File: src/rtl/alu_pkg.sv
// Shared ALU definitions: serial FSM states, add/sub select encodings,
// the signed-overflow rule and the saturation-value helper.
package alu_pkg;

  typedef enum logic [1:0] {
    IDLE  = 2'd0,
    SHIFT = 2'd1,
    FIN   = 2'd2
  } state_e;

  localparam logic ALU_OP_ADD = 1'b0;
  localparam logic ALU_OP_SUB = 1'b1;

  localparam int unsigned SAT_MAX_W = 64;

  // Same sign rule as the combinational ALU overflow detector
  function automatic logic ovf_detect(input logic binv, input logic sa,
                                      input logic sb, input logic r);
    return (~binv & ~sa & ~sb &  r) |
           (~binv &  sa &  sb & ~r) |
           ( binv & ~sa &  sb &  r) |
           ( binv &  sa & ~sb & ~r);
  endfunction

  // A wrapped sign of 1 on overflow means the true result was positive
  function automatic logic [SAT_MAX_W-1:0] sat_value(input logic res_sign,
                                                     input int unsigned w);
    logic [SAT_MAX_W-1:0] msb;
    msb = SAT_MAX_W'(1) << (w - 1);
    return res_sign ? (msb - SAT_MAX_W'(1)) : msb;
  endfunction

endpackage

File: src/rtl/serial_addsub_if.sv
// Start/busy/done handshake and operand/result bus of the serial add/sub unit.
interface serial_addsub_if #(
  parameter int unsigned WIDTH = 8
);

  logic             start;
  logic             binvert;
  logic [WIDTH-1:0] a;
  logic [WIDTH-1:0] b;
  logic             busy;
  logic             done;
  logic [WIDTH-1:0] result;
  logic             overflow;
  logic             carry_out;

  modport master (
    output start, binvert, a, b,
    input  busy, done, result, overflow, carry_out
  );

  modport slave (
    input  start, binvert, a, b,
    output busy, done, result, overflow, carry_out
  );

endinterface

File: src/rtl/full_adder_bit.sv
// One-bit full adder used as the serial add/sub datapath slice.
module full_adder_bit (
  input  logic x,
  input  logic y,
  input  logic cin,
  output logic sum_c,
  output logic carry_c
);

  assign sum_c   = x ^ y ^ cin;
  assign carry_c = (x & y) | (x & cin) | (y & cin);

endmodule

File: src/rtl/serial_addsub.sv
// Bit-serial signed adder/subtractor, LSB first, one bit per clock.
// Define SERIAL_ADDSUB_SAT_EN to saturate the result on signed overflow.
module serial_addsub
  import alu_pkg::*;
#(
  parameter int unsigned WIDTH = 8
) (
  input logic             clk,
  input logic             rst_n,
  serial_addsub_if.slave  bus
);

  localparam int unsigned CNT_W = (WIDTH > 1) ? $clog2(WIDTH) : 1;

  state_e state_q, state_d;

  logic             busy_q, busy_d;
  logic             done_q, done_d;
  logic             load, shift_en, fin;

  logic [WIDTH-1:0] a_sr, b_sr, res_sr;
  logic             carry_q;
  logic             sign_a_q, sign_b_q, binv_q;
  logic [CNT_W-1:0] cnt_q;

  logic [WIDTH-1:0] result_q;
  logic             ovf_q;
  logic             cout_q;

  logic             fa_sum_c, fa_carry_c;
  logic             ovf_c;
  logic [WIDTH-1:0] fin_result_c;

  full_adder_bit u_fa (
    .x       (a_sr[0]),
    .y       (b_sr[0]),
    .cin     (carry_q),
    .sum_c   (fa_sum_c),
    .carry_c (fa_carry_c)
  );

  always_ff @(posedge clk or negedge rst_n) begin
    if (!rst_n) begin
      state_q <= IDLE;
    end else begin
      state_q <= state_d;
    end
  end

  // A start seen while done is still high is dropped; the next IDLE cycle accepts
  always_comb begin
    state_d  = state_q;
    busy_d   = 1'b0;
    done_d   = 1'b0;
    load     = 1'b0;
    shift_en = 1'b0;
    fin      = 1'b0;
    case (state_q)
      IDLE: begin
        if (bus.start && !done_q) begin
          load    = 1'b1;
          busy_d  = 1'b1;
          state_d = SHIFT;
        end
      end
      SHIFT: begin
        shift_en = 1'b1;
        if (cnt_q == CNT_W'(WIDTH - 1)) begin
          state_d = FIN;
        end else begin
          busy_d = 1'b1;
        end
      end
      FIN: begin
        fin     = 1'b1;
        done_d  = 1'b1;
        state_d = IDLE;
      end
      default: begin
        state_d = IDLE;
      end
    endcase
  end

  assign ovf_c = ovf_detect(binv_q, sign_a_q, sign_b_q, res_sr[WIDTH-1]);

`ifdef SERIAL_ADDSUB_SAT_EN
  assign fin_result_c = ovf_c ? WIDTH'(sat_value(res_sr[WIDTH-1], WIDTH)) : res_sr;
`else
  assign fin_result_c = res_sr;
`endif

  // Operand/result shift registers, bit counter and held outputs
  always_ff @(posedge clk or negedge rst_n) begin
    if (!rst_n) begin
      busy_q   <= 1'b0;
      done_q   <= 1'b0;
      a_sr     <= '0;
      b_sr     <= '0;
      res_sr   <= '0;
      carry_q  <= 1'b0;
      sign_a_q <= 1'b0;
      sign_b_q <= 1'b0;
      binv_q   <= 1'b0;
      cnt_q    <= '0;
      result_q <= '0;
      ovf_q    <= 1'b0;
      cout_q   <= 1'b0;
    end else begin
      busy_q <= busy_d;
      done_q <= done_d;
      if (load) begin
        a_sr     <= bus.a;
        b_sr     <= bus.b ^ {WIDTH{bus.binvert}};
        res_sr   <= '0;
        carry_q  <= bus.binvert;
        sign_a_q <= bus.a[WIDTH-1];
        sign_b_q <= bus.b[WIDTH-1];
        binv_q   <= bus.binvert;
        cnt_q    <= '0;
      end else if (shift_en) begin
        a_sr    <= {1'b0, a_sr[WIDTH-1:1]};
        b_sr    <= {1'b0, b_sr[WIDTH-1:1]};
        res_sr  <= {fa_sum_c, res_sr[WIDTH-1:1]};
        carry_q <= fa_carry_c;
        cnt_q   <= cnt_q + CNT_W'(1);
      end
      if (fin) begin
        result_q <= fin_result_c;
        ovf_q    <= ovf_c;
        cout_q   <= carry_q;
      end
    end
  end

  assign bus.busy      = busy_q;
  assign bus.done      = done_q;
  assign bus.result    = result_q;
  assign bus.overflow  = ovf_q;
  assign bus.carry_out = cout_q;

endmodule

File: src/flat_wrapper.sv
// flat-port wrapper written by rule: the top's interface ports become plain ports
module serial_addsub_flat import alu_pkg::*;
#(
  parameter int unsigned WIDTH = 8
)
  (clk, rst_n, bus_start, bus_binvert, bus_a, bus_b, bus_busy, bus_done, bus_result, bus_overflow, bus_carry_out);
  serial_addsub_if #(.WIDTH(WIDTH)) bus_i ();
  input logic clk;
  input logic rst_n;
  input wire logic [$bits(bus_i.start)-1:0] bus_start;
  input wire logic [$bits(bus_i.binvert)-1:0] bus_binvert;
  input wire logic [$bits(bus_i.a)-1:0] bus_a;
  input wire logic [$bits(bus_i.b)-1:0] bus_b;
  output wire logic [$bits(bus_i.busy)-1:0] bus_busy;
  output wire logic [$bits(bus_i.done)-1:0] bus_done;
  output wire logic [$bits(bus_i.result)-1:0] bus_result;
  output wire logic [$bits(bus_i.overflow)-1:0] bus_overflow;
  output wire logic [$bits(bus_i.carry_out)-1:0] bus_carry_out;
  assign bus_i.start = bus_start;
  assign bus_i.binvert = bus_binvert;
  assign bus_i.a = bus_a;
  assign bus_i.b = bus_b;
  assign bus_busy = bus_i.busy;
  assign bus_done = bus_i.done;
  assign bus_result = bus_i.result;
  assign bus_overflow = bus_i.overflow;
  assign bus_carry_out = bus_i.carry_out;
  serial_addsub #(.WIDTH(WIDTH)) u_core (.clk(clk), .rst_n(rst_n), .bus(bus_i));
endmodule
File: config.mk
export PLATFORM = sky130hd
export DESIGN_NAME = serial_addsub_flat
export DESIGN_NICKNAME = d
export VERILOG_FILES = /design/src/rtl/alu_pkg.sv /design/src/rtl/serial_addsub_if.sv /design/src/rtl/full_adder_bit.sv /design/src/rtl/serial_addsub.sv /design/src/flat_wrapper.sv
export SDC_FILE = /design/constraint.sdc
export NUM_CORES = 1
export LEC_CHECK = 0
export CORE_UTILIZATION = 55
export CTS_BUF_LIST = sky130_fd_sc_hd__clkbuf_4 sky130_fd_sc_hd__clkbuf_8
export CTS_CLUSTER_SIZE = 10
export DETAILED_ROUTE_END_ITERATION = 6
export GPL_ROUTABILITY_DRIVEN = 1
export GPL_TIMING_DRIVEN = 1
export PLACE_DENSITY = 0.82
export SETUP_SLACK_MARGIN = 0.05
export SLEW_MARGIN = 5
export SYNTH_ARGS = -nofsm -noshare
export SYNTH_HDL_FRONTEND = slang
export SYNTH_SLANG_ARGS = --single-unit
File: constraint.sdc
create_clock -name clk -period 2 [get_ports clk]
set_clock_uncertainty 0.1 [all_clocks]
set_input_delay 0.5 -clock clk [delete_from_list [all_inputs] [get_ports clk]]
set_output_delay 0.5 -clock clk [all_outputs]
set_load 0.005 [all_outputs]
Word-level counts from Yosys, hierarchy flattened --
Index checks and enable logic that the tools add are counted.
Word-level totals: bits in registers 45, bits in latches 0, memory bits (writable) 0, memory bits (read-only) 0, input port bits 20, output and inout bits 12, word-level logic and storage cells 71, memories kept 0
Operators by class: add/subtract/negate cells 1, multiply operators 0, div/mod/pow operators 0, magnitude comparators 0, eq/ne operators 5, shift operators 0, multiplexer cells 19, bitwise operators 27, reduce and logical (&&, ||, !) cells 5
Operator list (number):
- two-way mux 8 bit | 6
- AND 1 bit | 15
- XOR 8 bit | 1
- two-way mux 1 bit | 7
- two-way mux 3 bit | 2
- bitwise OR 1 bit | 5
- two-way mux 2 bit | 2
- inequality test 2 x 1 -> 1 bit, second input constant | 2
- NOT 1 bit | 4
- case mux 2 bit (2 select lines) | 1
- adder 3 x 1 -> 3 bit, second input constant | 1
- == test 3 bit, second input constant | 1
- == test 2 x 1 -> 1 bit, second input constant | 1
- == test 2 bit, second input constant | 1
- logical NOT 2 bit | 1
- case mux 1 bit (2 select lines) | 1
- AND reduction 2 bit | 1
- nonzero test 2 bit | 1
- XOR 1 bit | 2
- logical AND 1 bit | 1
- logical NOT 1 bit | 1

Logic depth before layout (Yosys ltp) --
Gate-level depths: netlist of run 1.
depth after elaboration 7, mapped depth 5, depth with buffers taken out 4

By module --
A second synthesis of run 1 with hierarchy kept.
Second synthesis, totals: cell total of the unflattened synthesis 194, area, all modules 1979.4 µm²
Modules (own cells, without submodules):
- serial_addsub | times used 1, cells each 193, area an instance 1959.4 µm², seq. area each 1126.1 µm²
- full_adder_bit | times used 1, cells each 1, area an instance 20.0 µm², seq. area each 0.0 µm²

Worst setup path before layout of run 1 --
No wires, ideal clock.
kind input to register, from input bus_start, to register u_core.b_sr[6], setup time 0.126 ns, arrival time 1.343 ns, required time 1.774 ns, path slack 0.431 ns, stages 5, buffers on the path 2, cell sequence or4b_4 buf_6 buf_6 nor2_1 a31oi_1
On the way: cells in the longest elaborated chain, start to end 4, elaborated cells on any way between the ends 5, those cells by class mux: 3; reduce/logical: 2
Ends and longest elaborated chain:
- start, declared | RTL line flat_wrapper.sv:10 | input wire logic [$bits(bus_i.start)-1:0] bus_start;
- logical AND 1 bit (*) | RTL line serial_addsub.sv:60 | if (bus.start && !done_q) begin
- two-way mux 1 bit (*) | RTL line serial_addsub.sv:60
- two-way mux 1 bit (*) | RTL line serial_addsub.sv:58 | case (state_q)
- two-way mux 8 bit / nonzero test 2 bit (equally long branches)
- end signal, assigned | RTL line serial_addsub.sv:114 | b_sr <= bus.b ^ {WIDTH{bus.binvert}};
- end signal, assigned | RTL line serial_addsub.sv:123 | b_sr <= {1'b0, b_sr[WIDTH-1:1]};
- end, declared | RTL line serial_addsub.sv:21 | logic [WIDTH-1:0] a_sr, b_sr, res_sr;
Mark *: on every way between the ends. The rest lies on a longest branch, timed or not. A chain may end at the register's enable or synchronous reset.

Final worst setup path of run 1 --
from register u_core.done_q (netlist: u_core.bus.done), to output bus_done
RTL lines:
- start, declared | RTL line serial_addsub.sv:18 | logic done_q, done_d;
- start signal, assigned | RTL line serial_addsub.sv:111 | done_q <= done_d;
- end, declared | RTL line flat_wrapper.sv:15 | output wire logic [$bits(bus_i.done)-1:0] bus_done;
No word-level cell between the ends.

==> results.json, run 1 <==
{
  "outcome": "finished, final reports clean",
  "crit_path_top_delay_cell": "clkdlybuf4s50_1",
  "yosys_warnings": 0,
  "vias": 1461,
  "p_switching_w": 0.00123,
  "cp_cell_sequence": "clkdlybuf4s50_1",
  "rsz0062_at_grt": "false",
  "worst_ep_arrival_time_ps": 1270,
  "critPathRequiredTime_ps": 1400,
  "yosysSeqAreaShare": 0.569,
  "slew_viol_final": 0,
  "grt_overflow": 0,
  "fp.dieH_um": 62.0,
  "crit_buf_inv": 1,
  "htreeDepth": 2,
  "row_count": 21,
  "setup_violations": 0,
  "postRouteWirelength_um": 3740,
  "synth_seq_cells": 45,
  "async_reset_ff_frac": 1.00,
  "worstMarginPinSlew_ps": 575,
  "grt_first_pass_wirelength_um": 6240,
  "post_cts.repair.setup_buffers": 0,
  "initial_utilization": 0.584,
  "die_x_um": 62.0,
  "cts_tree": "built",
  "grt_start_max_net_pins": 36,
  "synth-edff-count": 0,
  "grt_pass1_vias": 1413,
  "grtUsageTotal": 0.228,
  "powerDensity_nw_per_um2": 1410,
  "root_buffer": "clkbuf_4",
  "min_period_ps": 1870,
  "r2r_end": "u_core.cnt_q[0]",
  "synth_ff_type": "dfrtp_1",
  "fmax_mhz": 535,
  "syn_to_final_growth_pct": 22.0,
  "clk_latency_ps": 360,
  "path_max_fanout": 3,
  "p_sw_frac": 0.361,
  "hold_violations": 0,
  "diodes": 0,
  "synth_area_leaders": "dfrtp_1 57%, nand2_1 11%, mux2_2 5.1%, a31oi_1 4.1%, nand3_1 4.0%",
  "fin_ws_ps": 130,
  "place.gp.congestion": 0.789,
  "min_to": "u_core.a_sr[0]",
  "avgSynthCellArea_um2": 10.2,
  "relSlewSlack": 0.617,
  "clock-sinks": 45,
  "crit_type": "reg -> out",
  "fillers": 238,
  "crit_family": "buffers and inverters",
  "vdd_drop_max_v": 0.000805,
  "r2r_start": "u_core.state_q[1]",
  "core_um2": 3390,
  "drt-wirelength-per-cell_um": 13.5,
  "clkPwrFrac": 0.129,
  "internal_power_w": 0.00218,
  "antenna_found_initial": 0,
  "worst_setup_path_start_kind": "flip-flop",
  "max_stage_delay_ps": 510,
  "drive_above_1_share": 0.126,
  "hold_start": "u_core.a_sr[1]",
  "cts.path.max_buffers": 2,
  "routed_via_density": 5.29,
  "ios": 32,
  "critPathCaptureType": "primary output",
  "synth_top_area_cell": "dfrtp_1",
  "drt_first_iter_violations": 64,
  "synth_nets": 217,
  "dpl.hpwl_um": 2700,
  "fin_area_um2": 2410,
  "postLayoutCoreUtil": 0.712,
  "path_clk_slew_ps": 130,
  "synth_top_area_frac": 0.569,
  "nets": 252,
  "pwr-share-seq": 0.462,
  "yosysUniqueCellTypes": 27,
  "port_buffers": 31,
  "hold_path.class": "reg -> reg",
  "min_path_cells": 2,
  "drc_errors": 0,
  "p_comb_frac": 0.408,
  "period_share": 0.935,
  "leakage_nw": 1.11,
  "netlist_instances": 194,
  "die-area_um2": 3840,
  "post_dp_cell_area_um2": 2340,
  "place_worst_setup_slack_ps": -73.1,
  "first_pass_iters": 4,
  "reg2reg_slack_ps": 420,
  "maxCapViolCount": 0,
  "worst_r2r_path_depth": 4,
  "cts_buffers": 5,
  "netlist_area_um2": 1980,
  "drtAntennaViolNets": 0
}
[state kept, by name, summed over array words and instances (netlist names), 2 cells and up]
signal / flops
u_core.bus.result: 8
u_core.cnt_q: 3
u_core.state_q: 2
u_core.a_sr: 8
u_core.b_sr: 8
u_core.fin_result_c: 8
[logic make-up after synthesis]
kind of cell / share of synthesized area
simple gates: 0.204
flops: 0.569
compound gates: 0.0645
buf+inv: 0.0493
xor+xnor: 0.0398
mux: 0.0512
fa+ha+maj: 0.0228
[stage by stage]
| step | hold slack [ps] | cells | power (W) | TNS (ps) |
|---|---|---|---|---|
| 5_1_grt | 432 | 276 | 0.00373 | 0 |
| 6_report | 410 | 276 | 0.00341 | 0 |
| 4_1_cts | 411 | 276 | 0.00345 | 0 |
| 3_3_place_gp | 370 | 267 | 0.00291 | -225 |
| 3_5_place_dp | 382 | 267 | 0.00302 | -1120 |
| 2_1_floorplan | 104 | 194 | 0.00245 | 0 |
[cells in the final DEF (no fill, tap or decap), types with 2 or more instances in the layout]
cell type / instances
mux2_2: 9
o21ai_0: 3
clkbuf_4: 6
a31oi_1: 13
buf_12: 2
clkinvlp_4: 2
xnor2_1: 2
xor2_1: 7
buf_4: 7
inv_1: 2
clkdlybuf4s50_1: 30
dfrtp_1: 45
ha_1: 2
nor2_1: 13
nand2_1: 56
nand3_1: 16
[power by group through the flow]
stage               registers (W)  logic (W)  clock network, W
floorplan                 0.00154   0.000908                 0
global placement          0.00158    0.00133                 0
detailed placement        0.00160    0.00141                 0
CTS                       0.00158    0.00142          0.000452
global route              0.00164    0.00160          0.000490
finish                    0.00158    0.00139          0.000442
[per-layer routing]
metal	global-route usage	vias to the layer above	part of all wire
met2	0.389	35	0.51
met5	0	-	0
li1	-	713	-
met4	0.102	0	0.016
met1	0.272	706	0.43
met3	0.0580	7	0.043
[tightest hold or removal path, delay by kind of cell (launching register included)]
kind	cells	cell delay (ps)
simple gates	1	60
compound gates	1	70
flops	1	370
[worst max-delay path by stage]
stage                   startpoint               to  slack, ps  cells after the start
2_1_floorplan            bus_start   u_core.b_sr[6]        430                      5
3_3_place_gp             bus_start   u_core.a_sr[4]        -20                      5
3_5_place_dp             bus_start  u_core.cnt_q[0]        -70                      5
4_1_cts            u_core.bus.done         bus_done        120                      1
5_1_grt        u_core.bus.overflow     bus_overflow         80                      1
6_report           u_core.bus.done         bus_done        130                      1
[cell usage after synthesis, types with 2 or more instances]
| cell | n |
|---|---|
| nand3_1 | 16 |
| inv_1 | 2 |
| clkbuf_1 | 5 |
| xor2_1 | 7 |
| buf_2 | 3 |
| nor2_1 | 13 |
| xnor2_1 | 2 |
| mux2_2 | 9 |
| dfrtp_1 | 45 |
| o21ai_0 | 3 |
| buf_6 | 5 |
| nand2_1 | 56 |
| ha_1 | 2 |
| a31oi_1 | 13 |
[final cells by class]
| cell class | instances | area, um^2 | area share |
|---|---|---|---|
| flip-flops and latches | 45 | 1130 | 0.466 |
| multi-input cells | 134 | 756 | 0.313 |
| well taps | 46 | 57.6 | 0.0238 |
| clock buffers | 6 | 45.0 | 0.0187 |
| clock inverters | 2 | 15.0 | 0.00622 |
| inverters | 2 | 7.51 | 0.00311 |
| repair buffers | 41 | 408 | 0.169 |
[what timing repair did]
item / 4_1_cts / 5_1_grt
hold endpoints to repair: 19 / 0
resized for setup: 0 / 0
hold buffers: 1 / 0
Power figures use the tool's default switching activity.
==> inputs of run 2 (changes only) <==
- SLEW_MARGIN: 5 -> 40
==> results of run 2 <==
Same layout as run 1: the final DEF is identical, and so are final timing and power.
